File: src/rtl/mem_ctrl_pkg.sv
// Shared constants and helpers for the byte-serial main-memory controller.
package mem_ctrl_pkg;
    localparam int ADDR_LEN = 32;
    localparam int INS_LEN  = 32;

    localparam logic [2:0] W_BYTE = 3'd1;
    localparam logic [2:0] W_HALF = 3'd2;
    localparam logic [2:0] W_WORD = 3'd4;

    localparam logic [1:0] IO_MASK = 2'b11;

    typedef enum logic [2:0] {
        S_IDLE, S_IFETCH, S_LOAD, S_STORE, S_DONE
    } state_e;

    // Any width code other than a byte or half-word is a full word.
    function automatic logic [2:0] norm_len(input logic [2:0] w);
        case (w)
            W_BYTE:  return W_BYTE;
            W_HALF:  return W_HALF;
            default: return W_WORD;
        endcase
    endfunction

    function automatic logic is_io(input logic [ADDR_LEN-1:0] a, input logic [1:0] mask);
        return a[17:16] == mask;
    endfunction
endpackage

File: src/rtl/mem_ctrl_if.sv
// Client request/response pairs plus the byte-wide RAM port of mem_ctrl.
interface mem_ctrl_if;
    import mem_ctrl_pkg::*;

    logic                icache_in_flag;
    logic [ADDR_LEN-1:0] icache_addr;
    logic                icache_out_flag;
    logic [INS_LEN-1:0]  icache_ins;
    logic                lsb_in_flag;
    logic                lsb_wr;
    logic [2:0]          lsb_width;
    logic [ADDR_LEN-1:0] lsb_addr;
    logic [INS_LEN-1:0]  lsb_wdata;
    logic                lsb_out_flag;
    logic [INS_LEN-1:0]  lsb_rdata;
    logic [7:0]          mem_din;
    logic [7:0]          mem_dout;
    logic [ADDR_LEN-1:0] mem_a;
    logic                mem_wr;
    logic                io_buffer_full;

    modport slave (
        input  icache_in_flag, icache_addr, lsb_in_flag, lsb_wr, lsb_width,
               lsb_addr, lsb_wdata, mem_din, io_buffer_full,
        output icache_out_flag, icache_ins, lsb_out_flag, lsb_rdata,
               mem_dout, mem_a, mem_wr
    );

    modport master (
        output icache_in_flag, icache_addr, lsb_in_flag, lsb_wr, lsb_width,
               lsb_addr, lsb_wdata, mem_din, io_buffer_full,
        input  icache_out_flag, icache_ins, lsb_out_flag, lsb_rdata,
               mem_dout, mem_a, mem_wr
    );
endinterface

File: src/rtl/mem_byte_seq.sv
// Byte sequencer: access base/length/data, byte counter and little-endian assembly.
module mem_byte_seq import mem_ctrl_pkg::*; #(
    parameter int ADDR_W = ADDR_LEN,
    parameter int DATA_W = INS_LEN
) (
    input  logic              clk,
    input  logic              reset,
    input  logic              ready,
    input  logic              start_i,
    input  logic [ADDR_W-1:0] addr_i,
    input  logic [2:0]        len_i,
    input  logic [DATA_W-1:0] wdata_i,
    input  logic              adv_i,
    input  logic              cap_i,
    input  logic [7:0]        din_i,
    output logic [2:0]        cnt_o,
    output logic [2:0]        len_o,
    output logic [ADDR_W-1:0] base_o,
    output logic [ADDR_W-1:0] nxt_addr_o,
    output logic [7:0]        nxt_byte_o,
    output logic [DATA_W-1:0] word_o
);
    logic [2:0]        cnt_q, len_q;
    logic [ADDR_W-1:0] base_q;
    logic [DATA_W-1:0] wdata_q, buf_q;

    always_ff @(posedge clk) begin
        if (reset) begin
            cnt_q   <= '0;
            len_q   <= W_WORD;
            base_q  <= '0;
            wdata_q <= '0;
            buf_q   <= '0;
        end else if (ready) begin
            if (start_i) begin
                cnt_q   <= '0;
                len_q   <= len_i;
                base_q  <= addr_i;
                wdata_q <= wdata_i;
                buf_q   <= '0;
            end else begin
                if (adv_i) cnt_q <= cnt_q + 3'd1;
                // RAM output lags the address by one cycle, so din holds byte cnt-1.
                if (cap_i) buf_q[{cnt_q[1:0] - 2'd1, 3'b000} +: 8] <= din_i;
            end
        end
    end

    // Last byte comes straight from the RAM so the result is ready on the finish edge.
    always_comb begin
        word_o = buf_q;
        for (int i = 0; i < DATA_W / 8; i++)
            if (3'(i) == len_q - 3'd1) word_o[8*i +: 8] = din_i;
    end

    assign cnt_o      = cnt_q;
    assign len_o      = len_q;
    assign base_o     = base_q;
    assign nxt_addr_o = base_q + ADDR_W'(cnt_q) + ADDR_W'(1);
    assign nxt_byte_o = wdata_q[{cnt_q[1:0] + 2'd1, 3'b000} +: 8];
endmodule

File: src/rtl/mem_ctrl.sv
// Main-memory port owner: arbitrates icache fetches and lsb loads/stores onto byte RAM cycles.
module mem_ctrl import mem_ctrl_pkg::*; #(
    parameter int         ADDR_W     = ADDR_LEN,
    parameter int         DATA_W     = INS_LEN,
    parameter logic [1:0] IO_MASK_HI = IO_MASK
) (
    input  logic       clk,
    input  logic       reset,
    input  logic       ready,
    input  logic       clear,
    mem_ctrl_if.slave  bus
);
    state_e            state_q, state_d;
    logic [ADDR_W-1:0] mem_a_q, mem_a_d;
    logic [7:0]        mem_dout_q, mem_dout_d;
    logic              mem_wr_q, mem_wr_d;
    logic              ic_flag_q, ic_flag_d, lsb_flag_q, lsb_flag_d;
    logic [DATA_W-1:0] ic_ins_q, ic_ins_d, lsb_rdata_q, lsb_rdata_d;

    logic              seq_start, seq_adv, seq_cap;
    logic [ADDR_W-1:0] seq_addr, seq_base, seq_nxt_addr;
    logic [2:0]        seq_len, seq_cnt, seq_len_q;
    logic [DATA_W-1:0] seq_wdata, seq_word;
    logic [7:0]        seq_nxt_byte;
    logic              lsb_go, store_io_stall;

    mem_byte_seq #(.ADDR_W(ADDR_W), .DATA_W(DATA_W)) u_seq (
        .clk(clk), .reset(reset), .ready(ready),
        .start_i(seq_start), .addr_i(seq_addr), .len_i(seq_len), .wdata_i(seq_wdata),
        .adv_i(seq_adv), .cap_i(seq_cap), .din_i(bus.mem_din),
        .cnt_o(seq_cnt), .len_o(seq_len_q), .base_o(seq_base),
        .nxt_addr_o(seq_nxt_addr), .nxt_byte_o(seq_nxt_byte), .word_o(seq_word)
    );

    assign lsb_go = bus.lsb_in_flag &&
                    !(bus.lsb_wr && is_io(bus.lsb_addr, IO_MASK_HI) && bus.io_buffer_full);
    assign store_io_stall = is_io(seq_base, IO_MASK_HI) && bus.io_buffer_full;

    always_comb begin
        state_d     = state_q;
        mem_a_d     = mem_a_q;
        mem_dout_d  = mem_dout_q;
        mem_wr_d    = 1'b0;
        ic_flag_d   = 1'b0;
        lsb_flag_d  = 1'b0;
        ic_ins_d    = ic_ins_q;
        lsb_rdata_d = lsb_rdata_q;
        seq_start   = 1'b0;
        seq_adv     = 1'b0;
        seq_cap     = 1'b0;
        seq_addr    = bus.lsb_addr;
        seq_len     = norm_len(bus.lsb_width);
        seq_wdata   = bus.lsb_wdata;
        case (state_q)
            S_IDLE: if (!clear) begin
                if (lsb_go) begin
                    seq_start = 1'b1;
                    mem_a_d   = bus.lsb_addr;
                    if (bus.lsb_wr) begin
                        mem_dout_d = bus.lsb_wdata[7:0];
                        mem_wr_d   = 1'b1;
                        state_d    = S_STORE;
                    end else begin
                        state_d    = S_LOAD;
                    end
                end else if (bus.icache_in_flag) begin
                    seq_start = 1'b1;
                    seq_addr  = bus.icache_addr;
                    seq_len   = W_WORD;
                    mem_a_d   = bus.icache_addr;
                    state_d   = S_IFETCH;
                end
            end
            S_IFETCH, S_LOAD: begin
                if (clear) begin
                    state_d = S_IDLE;
                end else if (seq_cnt == seq_len_q) begin
                    state_d = S_DONE;
                    if (state_q == S_IFETCH) begin
                        ic_flag_d = 1'b1;
                        ic_ins_d  = seq_word;
                    end else begin
                        lsb_flag_d  = 1'b1;
                        lsb_rdata_d = seq_word;
                    end
                end else begin
                    seq_adv = 1'b1;
                    seq_cap = (seq_cnt != 3'd0);
                    if (seq_cnt + 3'd1 < seq_len_q) mem_a_d = seq_nxt_addr;
                end
            end
            // A write cycle seen with the IO buffer full is not taken; it is re-issued once it drains.
            S_STORE: if (!store_io_stall) begin
                if (!mem_wr_q) begin
                    mem_wr_d = 1'b1;
                end else if (seq_cnt + 3'd1 < seq_len_q) begin
                    seq_adv    = 1'b1;
                    mem_a_d    = seq_nxt_addr;
                    mem_dout_d = seq_nxt_byte;
                    mem_wr_d   = 1'b1;
                end else begin
                    lsb_flag_d = 1'b1;
                    state_d    = S_DONE;
                end
            end
            S_DONE:  state_d = S_IDLE;
            default: state_d = S_IDLE;
        endcase
    end

    always_ff @(posedge clk) begin
        if (reset) begin
            state_q     <= S_IDLE;
            mem_a_q     <= '0;
            mem_dout_q  <= '0;
            mem_wr_q    <= 1'b0;
            ic_flag_q   <= 1'b0;
            lsb_flag_q  <= 1'b0;
            ic_ins_q    <= '0;
            lsb_rdata_q <= '0;
        end else if (ready) begin
            state_q     <= state_d;
            mem_a_q     <= mem_a_d;
            mem_dout_q  <= mem_dout_d;
            mem_wr_q    <= mem_wr_d;
            ic_flag_q   <= ic_flag_d;
            lsb_flag_q  <= lsb_flag_d;
            ic_ins_q    <= ic_ins_d;
            lsb_rdata_q <= lsb_rdata_d;
        end
    end

    assign bus.mem_a           = mem_a_q;
    assign bus.mem_dout        = mem_dout_q;
    assign bus.mem_wr          = mem_wr_q;
    assign bus.icache_out_flag = ic_flag_q;
    assign bus.icache_ins      = ic_ins_q;
    assign bus.lsb_out_flag    = lsb_flag_q;
    assign bus.lsb_rdata       = lsb_rdata_q;
endmodule
File: src/flat_wrapper.sv
// flat-port wrapper written by rule: the top's interface ports become plain ports
module mem_ctrl_flat import mem_ctrl_pkg::*;
#(
    parameter int         ADDR_W     = ADDR_LEN,
    parameter int         DATA_W     = INS_LEN,
    parameter logic [1:0] IO_MASK_HI = IO_MASK
)
  (clk, reset, ready, clear, bus_icache_in_flag, bus_icache_addr, bus_lsb_in_flag, bus_lsb_wr, bus_lsb_width, bus_lsb_addr, bus_lsb_wdata, bus_mem_din, bus_io_buffer_full, bus_icache_out_flag, bus_icache_ins, bus_lsb_out_flag, bus_lsb_rdata, bus_mem_dout, bus_mem_a, bus_mem_wr);
  mem_ctrl_if bus_i ();
  input  logic clk;
  input  logic reset;
  input  logic ready;
  input  logic clear;
  input wire logic [$bits(bus_i.icache_in_flag)-1:0] bus_icache_in_flag;
  input wire logic [$bits(bus_i.icache_addr)-1:0] bus_icache_addr;
  input wire logic [$bits(bus_i.lsb_in_flag)-1:0] bus_lsb_in_flag;
  input wire logic [$bits(bus_i.lsb_wr)-1:0] bus_lsb_wr;
  input wire logic [$bits(bus_i.lsb_width)-1:0] bus_lsb_width;
  input wire logic [$bits(bus_i.lsb_addr)-1:0] bus_lsb_addr;
  input wire logic [$bits(bus_i.lsb_wdata)-1:0] bus_lsb_wdata;
  input wire logic [$bits(bus_i.mem_din)-1:0] bus_mem_din;
  input wire logic [$bits(bus_i.io_buffer_full)-1:0] bus_io_buffer_full;
  output wire logic [$bits(bus_i.icache_out_flag)-1:0] bus_icache_out_flag;
  output wire logic [$bits(bus_i.icache_ins)-1:0] bus_icache_ins;
  output wire logic [$bits(bus_i.lsb_out_flag)-1:0] bus_lsb_out_flag;
  output wire logic [$bits(bus_i.lsb_rdata)-1:0] bus_lsb_rdata;
  output wire logic [$bits(bus_i.mem_dout)-1:0] bus_mem_dout;
  output wire logic [$bits(bus_i.mem_a)-1:0] bus_mem_a;
  output wire logic [$bits(bus_i.mem_wr)-1:0] bus_mem_wr;
  assign bus_i.icache_in_flag = bus_icache_in_flag;
  assign bus_i.icache_addr = bus_icache_addr;
  assign bus_i.lsb_in_flag = bus_lsb_in_flag;
  assign bus_i.lsb_wr = bus_lsb_wr;
  assign bus_i.lsb_width = bus_lsb_width;
  assign bus_i.lsb_addr = bus_lsb_addr;
  assign bus_i.lsb_wdata = bus_lsb_wdata;
  assign bus_i.mem_din = bus_mem_din;
  assign bus_i.io_buffer_full = bus_io_buffer_full;
  assign bus_icache_out_flag = bus_i.icache_out_flag;
  assign bus_icache_ins = bus_i.icache_ins;
  assign bus_lsb_out_flag = bus_i.lsb_out_flag;
  assign bus_lsb_rdata = bus_i.lsb_rdata;
  assign bus_mem_dout = bus_i.mem_dout;
  assign bus_mem_a = bus_i.mem_a;
  assign bus_mem_wr = bus_i.mem_wr;
  mem_ctrl #(.ADDR_W(ADDR_W), .DATA_W(DATA_W), .IO_MASK_HI(IO_MASK_HI)) u_core (.clk(clk), .reset(reset), .ready(ready), .clear(clear), .bus(bus_i));
endmodule
File: config.mk
export PLATFORM = sky130hd
export DESIGN_NAME = mem_ctrl_flat
export DESIGN_NICKNAME = d
export VERILOG_FILES = /design/src/rtl/mem_ctrl_pkg.sv /design/src/rtl/mem_ctrl_if.sv /design/src/rtl/mem_byte_seq.sv /design/src/rtl/mem_ctrl.sv /design/src/flat_wrapper.sv
export SDC_FILE = /design/constraint.sdc
export NUM_CORES = 1
export LEC_CHECK = 0
export ABC_AREA = 1
export BUFFER_PORTS_ARGS = -buffer_cell sky130_fd_sc_hd__buf_2
export CAP_MARGIN = 30
export CORE_UTILIZATION = 51
export DETAILED_ROUTE_END_ITERATION = 16
export GPL_TIMING_DRIVEN = 0
export PLACE_DENSITY_LB_ADDON = 0.08
export SLEW_MARGIN = 20
export SYNTH_ARGS = -nofsm -noshare
export SYNTH_HDL_FRONTEND = slang
export SYNTH_SLANG_ARGS = --single-unit
File: constraint.sdc
create_clock -name clk -period 2.4 [get_ports clk]
set_clock_uncertainty 0.05 [all_clocks]
set_input_delay 0.24 -clock clk [delete_from_list [all_inputs] [get_ports clk]]
set_output_delay 0.24 -clock clk [all_outputs]
set_load 0.05 [all_outputs]
# Word-level counts from Yosys, hierarchy flattened
# Index checks and enable logic that the tools add are counted.
# W data, S select, Z words.
[word_totals]
register_bits = 212
latchBits = 0
ram_bits = 0
mem_bits_ro = 0
inputBits = 115
out_inout_bits = 107
wordCells = 143
n_memories = 0
[classes]
n_addsub = 7
multipliers = 0
div = 0
order_cmp = 1
eq_ne = 22
shifts = 3
mux = 74
bitwise = 2
n_reduce_logical = 21
[ops]
columns = ["cell", "n"]
rows = [
  ["$mux W32", 14],
  ["$pmux W32 S3", 1],
  ["$mux W8", 10],
  ["$mux W3", 14],
  ["$add A32 B1 Y32 const B", 1],
  ["$add A32 B3 Y32", 1],
  ["$bwmux W32", 1],
  ["$shift A8 B7 Y32 const A", 1],
  ["$shiftx A32 B6 Y8", 1],
  ["$shiftx A8 B7 Y32", 1],
  ["$mux W1", 28],
  ["$pmux W8 S2", 1],
  ["$reduce_and A8 Y1", 2],
  ["$ne A2 B2 Y1 const B", 6],
  ["$reduce_and A5 Y1", 2],
  ["$eq A3 B2 Y1 const B", 3],
  ["$pmux W3 S3", 1],
  ["$neg A5 Y7", 1],
  ["$reduce_and A7 Y1", 1],
  ["$eq A2 B3 Y1 const A", 2],
  ["$eq A3 B1 Y1 const B", 2],
  ["$logic_not A3 Y1", 2],
  ["$ne A2 B1 Y1 const B", 3],
  ["$ne A3 B2 Y1 const B", 2],
  ["other kinds (17)", 29],
]

# Longest topological paths before layout
[depth]
word_depth = 10
depth_mapped = 15
ltp_nobuf = 14

# Hierarchy
# From an unflattened synthesis, not the netlist that was laid out.
[hier_totals]
cells_unflattened = 1641
area_unflattened_um2 = 11173.2
[modules_own_cells]
columns = ["mod", "instances", "cells_each", "area_per_inst_um2", "seq_area_each_um2"]
rows = [
  ["mem_ctrl", 1, 827, 5729.2, 2202.1],
  ["mem_byte_seq", 1, 814, 5444.0, 2042.0],
]

# Worst setup path before layout
# No wires, ideal clock.
[synth_timing]
kind = "register to register"
start = "register u_core.u_seq.cnt_q[0] (netlist: u_core.u_seq.cnt_o[0])"
end = "register u_core.mem_a_q[12] (netlist: u_core.bus.mem_a[12])"
setup_time_ns = 0.113
arrival_time_ns = 2.165
required_ns = 2.237
slack_ns = 0.073
stages_incl_launch_ff = 14
path_buffers = 2
synth_period_minus_slack_ns = 2.327
cell_sequence = "dfxtp_1 -> buf_2 -> inv_2 -> ha_1 -> ha_1 -> nand3b_1 -> nand2_1 -> nand2_1 -> nand3_1 -> nor2_4 -> nand2_2 -> buf_2 -> nor2_1 -> nor2_1"
[synth_between]
elab_chain_len = 6
elab_cells_between_ends = 13
classes_between = "3 x add/sub; 1 x order compare; 2 x eq/ne; 6 x mux; 1 x reduce/logical"
[synth_rtl]
columns = ["item", "line", "source"]
rows = [
  ["from (decl)", "mem_byte_seq.sv:23", "logic [2:0] cnt_q, len_q;"],
  ["from (signal assigned)", "mem_byte_seq.sv:42", "if (adv_i) cnt_q <= cnt_q + 3'd1;"],
  ["$add A32 B3 Y32 / $add A3 B1 Y3 (equally long branches)", "mem_byte_seq.sv:59, mem_ctrl.sv:89, mem_ctrl.sv:96", ""],
  ["$add A32 B1 Y32 / $lt A3 B3 Y1 (equally long branches)", "mem_byte_seq.sv:59, mem_ctrl.sv:89, mem_ctrl.sv:96", ""],
  ["$mux W32", "mem_ctrl.sv:89, mem_ctrl.sv:96", ""],
  ["$mux W32, on equally long branches", "mem_ctrl.sv:94, mem_ctrl.sv:77", ""],
  ["$mux W32, on equally long branches", "mem_ctrl.sv:93, mem_ctrl.sv:75", ""],
  ["$pmux W32 S3", "mem_ctrl.sv:54", "case (state_q)"],
  ["to (signal assigned)", "mem_ctrl.sv:123", "mem_a_q <= mem_a_d;"],
  ["to (decl)", "mem_ctrl.sv:14", "logic [ADDR_W-1:0] mem_a_q, mem_a_d;"],
]
# Several ways; a longest one is shown, not always the timed one. The select of a mux whose other input is x is not followed.
# A chain may end at the register's enable or synchronous reset.

# Worst setup path in the final report
[layout_timing]
start = "register u_core.u_seq.cnt_q[1] (netlist: u_core.u_seq.cnt_o[1])"
end = "register u_core.mem_a_q[27] (netlist: u_core.bus.mem_a[27])"
# Same word-level chain as after synthesis.

==> run metrics <==
status=finished, final reports clean; Via density=5.523; fin. max-slew vios=0; DR iter-0 viols=1168; vias in the first global route=11620; Max rail drop VDD=0.6755 mV; setup TNS=0 ns; row count=54; count leader, synth=nand2_1; Register Area=4252 um2; Area contributors post-synth=dfxtp_1, nand2_1, a21oi_1, nor2_1, nand3_1; Final Cycle Share=0.9845; vias=13180; Rel. slew slack=0.3729; grt total ovfl=0; EDFF count, synth=0; most used flip-flop cell after synthesis=dfxtp_1; post-synth top area share=0.3739; Longest Clk Path Bufs=3; Die W=151.2 um; initial antenna violation count=3; ratio of cells with drive above 1 in the final layout=0.1790; Worst Reg-to-Reg Cells=13; hpwl dp=31920 um; non-filler cells, final=2387; FFs w/ async S/R, synth=0; Worst Tran Pin Value=0.9406 ns; hold path startpoint=bus_lsb_addr[15]; WHS Path Cells=5; layout overhead on the synthesized area=27.27%; Psw=0.004354 W; data required time of the critical path=2.77 ns; final instance area=14450 um2; Power Dens Cells=800.9 nW/um2; area of the multi-input gates=6123 um2; hold crit path type=input pin to register; drt total wl=42820 um; wire per inst=17.94 um; Synth Cell Area=11350 um2; max cap viols=0; clock group share of total power=0.328; Synth Register Bits=212; largest net degree at the start of global routing=14; CP arrival=2.73 ns; CP Capture Type=register; CTS clk-pin slew, worst paths=0.06 ns; DRT antenna net count=0; I/O Buffers=220; Num CTS Buffers=24; CTS tree=built; routability congestion estimate=1.019; Nets=2219; Critical R2R Launch=u_core.u_seq.cnt_o[1]; clock sinks=212; Worst Hold Path EP=u_core.u_seq.base_o[15]; Root Driver=clkbuf_16; synth warn=0; synthesized instance count=1788; initial core utilization=0.5201; area leader, netlist=dfxtp_1; R2R setup slack=0.04 ns; DRT Pass-1 Iters=5; reg2reg end=u_core.bus.mem_a[27]; Tmin final=2.363 ns; unrepaired setup endpoints after global routing=yes; sequential share of power=0.353; Hold Vio Cnt, Final=0; first-pass GRT wire length=63140 um; Die ar.=22860 um2; switch share=0.3764; Synth Area per Inst=6.348 um2; worst hold slack=0.004232 ns; internal power=0.007215 W; Synth top cells by count=nand2_1, nor2_1, dfxtp_1; later-pin clock latency in the skew report=0.54 ns; Critical Path Start Type=register; Leak=6.470 nW; core area=21820 um2; post-synth cell types=34; worst-path fanout max=7; placed inst area=12800 um2; # placed instances=2288; Synth Net Count=1916; Die Ht=151.2 um; IO Pins=222; DRC Markers=0; Overall Global Routing Usage=0.3644; fill count=2034; Comb power frac=0.319; Final setup viols=0; kind of critical path=register to register; htree depth=1; DP Worst Slack=-0.5960 ns; Fmax achieved=423.2 MHz; Worst Setup Slack, final=0.03725 ns; sequential-to-total area share from yosys stat=0.3739
[sequential cells by signal (all words and copies together), names as in the netlist, 3 cells and up]
name / cells
u_core.bus.icache_ins: 32
u_core.bus.lsb_rdata: 32
u_core.bus.mem_a: 32
u_core.bus.mem_dout: 8
u_core.state_q: 3
u_core.u_seq.base_o: 32
u_core.u_seq.buf_q: 32
u_core.u_seq.cnt_o: 3
u_core.u_seq.len_o: 3
u_core.u_seq.wdata_q: 32
[cells by family (layout without fill, tap and decap cells)]
| family | Yosys count | in the layout | share of synthesized area |
|---|---|---|---|
| and+or+nand+nor | 869 | 870 | 0.3137 |
| AOI/OAI and AO/OA | 403 | 403 | 0.1927 |
| buffers and inverters | 289 | 606 | 0.1032 |
| DFF | 212 | 212 | 0.3739 |
| adders and majority gates | 13 | 13 | 0.01499 |
| xor gates and xnor gates | 2 | 2 | 0.001543 |
| other | 0 | 1 | 0 |
[timing repair]
action | CTS | global route
cloned | 0 | 6
buffers inserted | 4 | 4
hold buffers | 43 | 0
endpoints found under the hold margin | 42 | 0
setup endpoints to repair | 74 | 53
pin swaps | 3 | 17
resized for setup | 27 | 42
[worst max-delay path, stage by stage (launching register included)]
cell and delay (ns):
dfxtp_4 0.37, ha_4 0.16, xor2_2 0.15, ha_1 0.33, a21oi_2 0.15, nand2_2 0.10, nand2_2 0.07, nand3_2 0.09
nor2_4 0.11, buf_12 0.17, buf_4 0.14, nand3_2 0.10, nor2_4 0.21, nor2_1 0.06
[area by class of cell]
| class | count | share of cell area |
|---|---|---|
| multi-input cells | 1288 | 0.4239 |
| flip-flops and latches | 212 | 0.2943 |
| repair buffers | 276 | 0.1174 |
| inverters | 184 | 0.04833 |
| clock buffers | 32 | 0.04642 |
| plain buffers | 105 | 0.03586 |
| well taps | 280 | 0.02425 |
| clock inverters | 9 | 0.009440 |
| diodes | 1 | 0.0001732 |
[worst max-delay path by stage]
stage / from / cells after the start / slack [ns] / endpoint
floorplan: u_core.u_seq.cnt_o[0] / 13 / 0.07 / u_core.bus.mem_a[12]
global placement: u_core.u_seq.cnt_o[0] / 13 / -0.55 / u_core.bus.mem_a[18]
detailed placement: u_core.u_seq.cnt_o[0] / 13 / -0.60 / u_core.bus.mem_a[18]
CTS: u_core.u_seq.cnt_o[1] / 13 / 0.005 / u_core.bus.mem_a[18]
global route: u_core.u_seq.cnt_o[0] / 13 / -0.02 / u_core.bus.mem_a[27]
finish: u_core.u_seq.cnt_o[1] / 13 / 0.04 / u_core.bus.mem_a[27]
[routing by layer]
layer / vias to the layer above / GRT usage / share of wire
li1: 6410 / - / -
met1: 5977 / 0.5174 / 0.44
met2: 690 / 0.5491 / 0.43
met3: 103 / 0.05994 / 0.097
met4: 4 / 0.1380 / 0.037
met5: - / 0 / 0.00061
[cells in the final DEF (no fill, tap or decap), types with 5 or more instances in the layout]
master	n
clkbuf_1	67
nand3_1	132
o2111ai_1	5
ha_1	10
buf_1	5
nand3_2	10
o21ai_1	33
buf_6	5
dlygate4sd3_1	43
dfxtp_1	210
nor2_2	19
inv_2	14
nand2_2	6
o211ai_1	49
o21ai_0	115
nand4_1	6
nand2_1	454
inv_1	167
buf_4	11
nor4_1	7
clkbuf_16	27
nor2_4	5
buf_2	245
nor2_1	220
a21oi_1	187
[stage by stage]
stage | total power [W] | utilization
finish | 0.01157 | 0.6620
global route | 0.01205 | 0.6620
CTS | 0.01132 | 0.6489
detailed placement | 0.007438 | 0.5866
global placement | 0.007399 | 0.5866
floorplan | 0.006388 | -
[power groups by stage]
stage | clock network [W] | logic, W | registers (W)
finish | 0.00379 | 0.00369 | 0.00409
detailed placement | 0 | 0.00329 | 0.00415
CTS | 0.00383 | 0.00342 | 0.00407
floorplan | 0 | 0.00172 | 0.00467
global placement | 0 | 0.00326 | 0.00414
global route | 0.00395 | 0.00398 | 0.00412
No activity file was read; power rests on OpenSTA's default activity.
